## src/rtl/minibyte_bus_arbiter.sv

```systemverilog
// Two-requester arbiter for the Minibyte external address/data/WE bus.
// Optional owner bus-lock is enabled by defining MINIBYTE_ARB_LOCK_EN.
module minibyte_bus_arbiter #(
    parameter int unsigned WAIT_CYCLES = 1
) (
    input  logic       clk_in,
    input  logic       rst_in,
    input  logic       halt_in,
`ifdef MINIBYTE_ARB_LOCK_EN
    input  logic       r0_lock_in,
    input  logic       r1_lock_in,
`endif
    input  logic       r0_req_in,
    input  logic [6:0] r0_addr_in,
    input  logic       r0_we_in,
    input  logic [7:0] r0_data_in,
    output logic       r0_ack_out,
    output logic [7:0] r0_data_out,
    input  logic       r1_req_in,
    input  logic [6:0] r1_addr_in,
    input  logic       r1_we_in,
    input  logic [7:0] r1_data_in,
    output logic       r1_ack_out,
    output logic [7:0] r1_data_out,
    input  logic [7:0] bus_data_in,
    output logic [6:0] bus_addr_out,
    output logic [7:0] bus_data_out,
    output logic       bus_we_out,
    output logic       bus_drive_out,
    output logic       busy_out,
    output logic       owner_out
);

    typedef enum logic [1:0] {IDLE, SETUP, ACCESS, DONE} state_t;

    localparam logic [3:0] CNT_LOAD = 4'(WAIT_CYCLES - 1);

    state_t     state_q, state_d;
    logic       owner_q;
    logic [6:0] addr_q;
    logic       we_q;
    logic [7:0] data_q;
    logic [3:0] cnt_q;
    logic [7:0] rd0_q, rd1_q;
    logic       grant;
    logic       grant_who;

`ifdef MINIBYTE_ARB_LOCK_EN
    logic       lock_hold_q;
`endif

    // Round-robin: on a tie the requester that did not own the last access wins.
    always_comb begin
        grant_who = r1_req_in;
        if (r0_req_in && r1_req_in)
            grant_who = ~owner_q;
`ifdef MINIBYTE_ARB_LOCK_EN
        if (lock_hold_q && (owner_q ? r1_req_in : r0_req_in))
            grant_who = owner_q;
`endif
        grant = (state_q == IDLE) && !halt_in && (r0_req_in || r1_req_in);
    end

    always_comb begin
        state_d = state_q;
        case (state_q)
            IDLE:    if (grant) state_d = SETUP;
            SETUP:   state_d = ACCESS;
            ACCESS:  if (cnt_q == 4'd0) state_d = DONE;
            DONE:    state_d = IDLE;
            default: state_d = IDLE;
        endcase
    end

    always_ff @(posedge clk_in or negedge rst_in) begin
        if (!rst_in) begin
            state_q <= IDLE;
            owner_q <= 1'b1;
            addr_q  <= '0;
            we_q    <= 1'b0;
            data_q  <= '0;
            cnt_q   <= '0;
            rd0_q   <= '0;
            rd1_q   <= '0;
        end else begin
            state_q <= state_d;
            case (state_q)
                IDLE: begin
                    if (grant) begin
                        owner_q <= grant_who;
                        addr_q  <= grant_who ? r1_addr_in : r0_addr_in;
                        we_q    <= grant_who ? r1_we_in   : r0_we_in;
                        data_q  <= grant_who ? r1_data_in : r0_data_in;
                    end
                end
                SETUP: cnt_q <= CNT_LOAD;
                ACCESS: begin
                    cnt_q <= cnt_q - 4'd1;
                    if (cnt_q == 4'd0 && !we_q) begin
                        if (owner_q) rd1_q <= bus_data_in;
                        else         rd0_q <= bus_data_in;
                    end
                end
                default: ;
            endcase
        end
    end

`ifdef MINIBYTE_ARB_LOCK_EN
    // Lock is sampled on the DONE edge and consumed by the next grant.
    always_ff @(posedge clk_in or negedge rst_in) begin
        if (!rst_in)
            lock_hold_q <= 1'b0;
        else if (state_q == DONE)
            lock_hold_q <= owner_q ? r1_lock_in : r0_lock_in;
        else if (grant)
            lock_hold_q <= 1'b0;
    end
`endif

    always_comb begin
        busy_out      = (state_q != IDLE);
        bus_addr_out  = busy_out ? addr_q : '0;
        bus_drive_out = busy_out && we_q;
        bus_data_out  = bus_drive_out ? data_q : '0;
        bus_we_out    = (state_q == ACCESS) && we_q;
        r0_ack_out    = (state_q == DONE) && !owner_q;
        r1_ack_out    = (state_q == DONE) && owner_q;
        owner_out     = owner_q;
        r0_data_out   = rd0_q;
        r1_data_out   = rd1_q;
    end

endmodule

```

## config.mk

```make
export PLATFORM = sky130hd
export DESIGN_NAME = minibyte_bus_arbiter
export DESIGN_NICKNAME = d
export VERILOG_FILES = /design/src/rtl/minibyte_bus_arbiter.sv
export SDC_FILE = /design/constraint.sdc
export NUM_CORES = 1
export LEC_CHECK = 0
export BUFFER_PORTS_ARGS = -buffer_cell sky130_fd_sc_hd__buf_2
export CAP_MARGIN = 0
export CORE_MARGIN = 5
export CORE_UTILIZATION = 35
export DETAILED_ROUTE_END_ITERATION = 7
export PLACE_DENSITY = 0.7
export SLEW_MARGIN = 20
export SYNTH_ARGS = -nofsm -noshare
export SYNTH_HDL_FRONTEND = slang
export SYNTH_SLANG_ARGS = --single-unit
export TNS_END_PERCENT = 20
```

## constraint.sdc

```tcl
create_clock -name clk_in -period 2.66 [get_ports clk_in]
set_input_delay 0.266 -clock clk_in [delete_from_list [all_inputs] [get_ports clk_in]]
set_output_delay 0.266 -clock clk_in [all_outputs]
set_load 0.01 [all_outputs]
```

* After elaboration in Yosys (flattened, before gate mapping)
Index checks and enable logic that the tools add are counted.
** Cells by class
- Add/subtract/negate cells :: 1
- Equal/unequal tests :: 5
- Mux-type cells :: 10
- Bitwise logic cells :: 1
- Reductions and logical operators :: 20
** Operators with widths (number)
- $mux W8 :: 2
- $mux W7 :: 2
- $logic_and A1 B1 Y1 :: 8
- $pmux W2 S4 :: 1
- $pmux W4 S2 :: 1
- $reduce_and A3 Y1 :: 2
- $eq A2 B2 Y1 const B :: 2
- $logic_not A4 Y1 :: 1
- $mux W2 :: 2
- $ne A2 B2 Y1 const B :: 2
- $reduce_and A2 Y1 :: 2
- $reduce_bool A2 Y1 :: 2
- $sub A4 B1 Y4 const B :: 1
- $logic_not A1 Y1 :: 3
- $eq A2 B1 Y1 const B :: 1
- $logic_not A2 Y1 :: 1
- $mux W1 :: 2
- $logic_or A1 B1 Y1 :: 1
- $not A1 Y1 :: 1
** Storage, ports and cells
- Flip-flop bits (word level) :: 39

* Depth between registers and ports, before layout
- Depth after elaboration :: 5
- Depth in mapped cells :: 7
- Gate-level depth less buffers :: 5

* Least setup slack after synthesis
Ideal clock, no wire load.
- Path kind :: register to output
- Start point :: register state_q[0]
- End point :: output bus_data_out[0]
- Arrival time :: 1.285 ns
- Data required time :: 2.394 ns
- Path slack :: 1.109 ns
- Cell stages (with the launch flop) :: 7
- Buffers on the path :: 2
- Cells stage by stage :: dfrtp_1 > inv_1 > ha_1 > buf_2 > nor2b_1 > clkbuf_1 > and2_1
** On the way
- Longest elaborated chain between the ends :: 3
** Ends and longest elaborated chain
- from (decl) :: RTL line 38 : state_t state_q, state_d;
- from (signal assigned) :: RTL line 86 : state_q <= state_d;
- $reduce_bool A2 Y1 :: RTL line 122 : busy_out = (state_q != IDLE);
- $logic_and A1 B1 Y1 :: RTL line 124 : bus_drive_out = busy_out && we_q;
- net bus_drive_out :: RTL line 29 : output logic bus_drive_out,
- $mux W8 :: RTL line 125 : bus_data_out = bus_drive_out ? data_q : '0;
- to (decl) :: RTL line 27 : output logic [7:0] bus_data_out,
The timed path passes the listed nets, and every way through them passes these cells.

* Worst setup path in the final report
- Start point :: register state_q[0]
- End point :: output bus_data_out[7]
** On the way
- Longest elaborated chain between the ends :: 3
** Ends and longest elaborated chain (RTL line)
- $reduce_bool A2 Y1 :: 122
- $logic_and A1 B1 Y1 :: 124
- $mux W8 :: 125
Every way passes these cells.

==> out/summary.txt <==
Clock transition at path regs -> 0.07 ns
Clock sinks -> 39
Synth Area per Inst -> 11.7 um^2
Min-Delay Path Class -> input port to asynchronous set/reset pin
TritonCTS clock tree -> done
WL final -> 4.45 mm
Family with the most delay on the worst path -> simple AND/OR/NAND/NOR gates
First drt pass iteration count -> 4
Net count of the mapped netlist -> 218
Tcrit/Tclk final -> 0.728
Initial antenna violation count -> 0
Leading post-synthesis cells by cell area -> dfrtp_1, mux2_2, a21oi_1
Port Buffers -> 81
Max VDD drop -> 524 uV
Number of H-tree levels -> 2
Post-layout util -> 0.459
Met3 routed WL -> 289 um
Pins Over Slew Limit -> 0
Count leader, synth -> dfrtp_1
Inserted Clock Buffers -> 5
Cells after Synth -> 168
Post-cts sizing count -> 0
Pleak -> 1.22 nW
Slowest CP cell -> nor2b_1
Area delta synth->final -> 27.5%
Most used DFF post-synth -> dfrtp_1
Placement Setup Slack -> 0.946 ns
Die area -> 7220 um^2
WP data arrival -> 1.67 ns
Diode count -> 0
Crit path from -> state_q[0]
Worst Path Required -> 2.39 ns
Post-synth EDFFs -> 0
Met2 WL -> 2.10 mm
Routed len/inst -> 13.9 um
Synth Register Bits -> 39
# IOs -> 82
Die W -> 85.0 um
Top post-synthesis cells by count -> dfrtp_1, a21oi_1, mux2_2, mux2i_1, nor2b_1
Post-DRT Antenna Nets -> 0
Hold Violations, Final -> 0
Yosys top cell area share -> 0.483
Distinct cells, synth -> 34
CP cell instances -> inv_1 > ha_1 > nor2b_1 > and2_1 > buf_2
Clk_lat worst skew -> 0.28 ns
Cts-stage hold buffer count -> 0
Yosys warnings -> 0
Setup_tns -> 0 ns
Final worst slack -> 0.723 ns
DR vias/cell -> 4.64
Status -> complete, no violations
Asr flop ratio synth -> 1.00
Max Freq -> 0.516 GHz
Vias in the first global route -> 1,633
Setup CP Type -> flop to primary output
Worst setup SP type -> flop
# DRC -> 0
Cell taking the most area after synthesis -> dfrtp_1
Post-CTS Setup Repair Bufs -> 0
Pin count of the biggest net entering global routing -> 40
Max Cap Viol -> 0
Root Buffer -> clkbuf_8
Pwr dens -> 1160 nW/um^2
Worst-margin pin slew -> 0.855 ns
Reg-to-reg critical path startpoint -> state_q[0]
Gr ovfl total -> 0
CP max stage delay -> 0.40 ns
Fin nets -> 298
Crit end category -> primary output
First-pass GRT wire length -> 7.62 mm
GRT Util Overall -> 0.130
RePlAce Congestion -> 0.705
Area of the core -> 5470 um^2
CP max FO -> 9
Worst Path Buf+Inv -> 2
Die Span Y -> 85.0 um
Metal-1 WL -> 2.00 mm
Starting density of the core -> 0.360
Seq/Total Area, Yosys -> 0.497
Final setup fails -> 0
Core Rows -> 27
Uppermost layer routed -> met4
Unrepaired setup endpoints after global routing -> no
Share of cells above drive strength 1 -> 0.462
Area of the mapped netlist -> 1970 um^2
Post-layout min period -> 1.94 ns
Post-DP HPWL -> 3.38 mm
Slew headroom -> 0.430
Via Count -> 1,491
CTS max path bufs -> 2
Layout Skew -> 0.00407 ns
Initial drt markers -> 49
-- routing by layer --
layer  up-vias  track usage
li1        747            -
met1       697        0.164
met2        43        0.215
met3         4       0.0311
met4         0       0.0475
met5         -            0
-- cell families (layout without fill, tap and decap cells) --
logic type,count (synthesis),count (layout),share of synthesized area
flip-flops,39,39,0.497
buffers and inverters,18,99,0.0540
AO/OA/AOI/OAI,41,41,0.116
adder cells (fa/ha/maj),5,5,0.0318
multiplexers,34,34,0.186
AND/OR/NAND/NOR,31,31,0.115
-- flip-flops by register name, indices dropped and copies added, names as in the netlist --
signal	cells
we_q	1
owner_out	1
r0_data_out	8
r1_data_out	8
cnt_q	4
state_q	2
addr_q	7
data_q	8
-- area by class of cell --
cell class,instances,area (um^2)
Tap cell,72,90.1
Inverter,7,26.3
Timing Repair Buffer,84,428
Sequential cell,39,977
Clock buffer,8,100
Fill cell,562,2960
Multi-Input combinational cell,111,888
-- final timing paths --
check,to,slack [ns],cells after the start
max,bus_data_out[7],0.72,5
min in group clk_in,r0_data_out[6],0.22,2
min,r0_data_out[4],0.09,1
min reg2reg,r1_data_out[6],0.50,1
max reg2reg,state_q[1],0.96,6
max in group asynchronous,data_q[4],2.04,1
-- power breakdown --
part           total [W]  switching (W)  leakage (nW)  internal (W)
clock           0.000425       0.000188        0.0515      0.000236
sequential       0.00104       0.000153         0.450      0.000890
combinational    0.00145       0.000770         0.714      0.000681
-- layout by cell type (no fill, tap or decap) --
cell type / count
nand2_1: 1
nand3b_1: 1
mux2_4: 1
mux2i_1: 16
clkbuf_8: 7
nand3_1: 1
and2_1: 9
mux2_1: 1
nor2_1: 1
nand4_1: 1
and2_4: 1
o21ba_1: 1
o21ai_0: 3
nor3b_1: 1
o22a_1: 2
nor2b_1: 10
nor3_1: 1
clkbuf_1: 1
nand4_4: 2
mux2_2: 16
a21boi_2: 1
buf_4: 3
dfstp_2: 1
dfrtp_1: 38
buf_2: 81
o221ai_1: 1
ha_1: 5
and2_2: 1
a21oi_1: 32
and2b_4: 1
a32o_1: 1
inv_1: 7
-- stage by stage --
step                cells  hold slack (ns)  total power [W]  area, um^2
detailed placement    313            0.434          0.00254        2410
global placement      313            0.439          0.00250        2410
finish                321           0.0876          0.00292        2510
global route          321            0.168          0.00317        2510
CTS                   321            0.123          0.00297        2510
floorplan             168          -0.0296          0.00201        1970
Power figures use the tool's default switching activity.
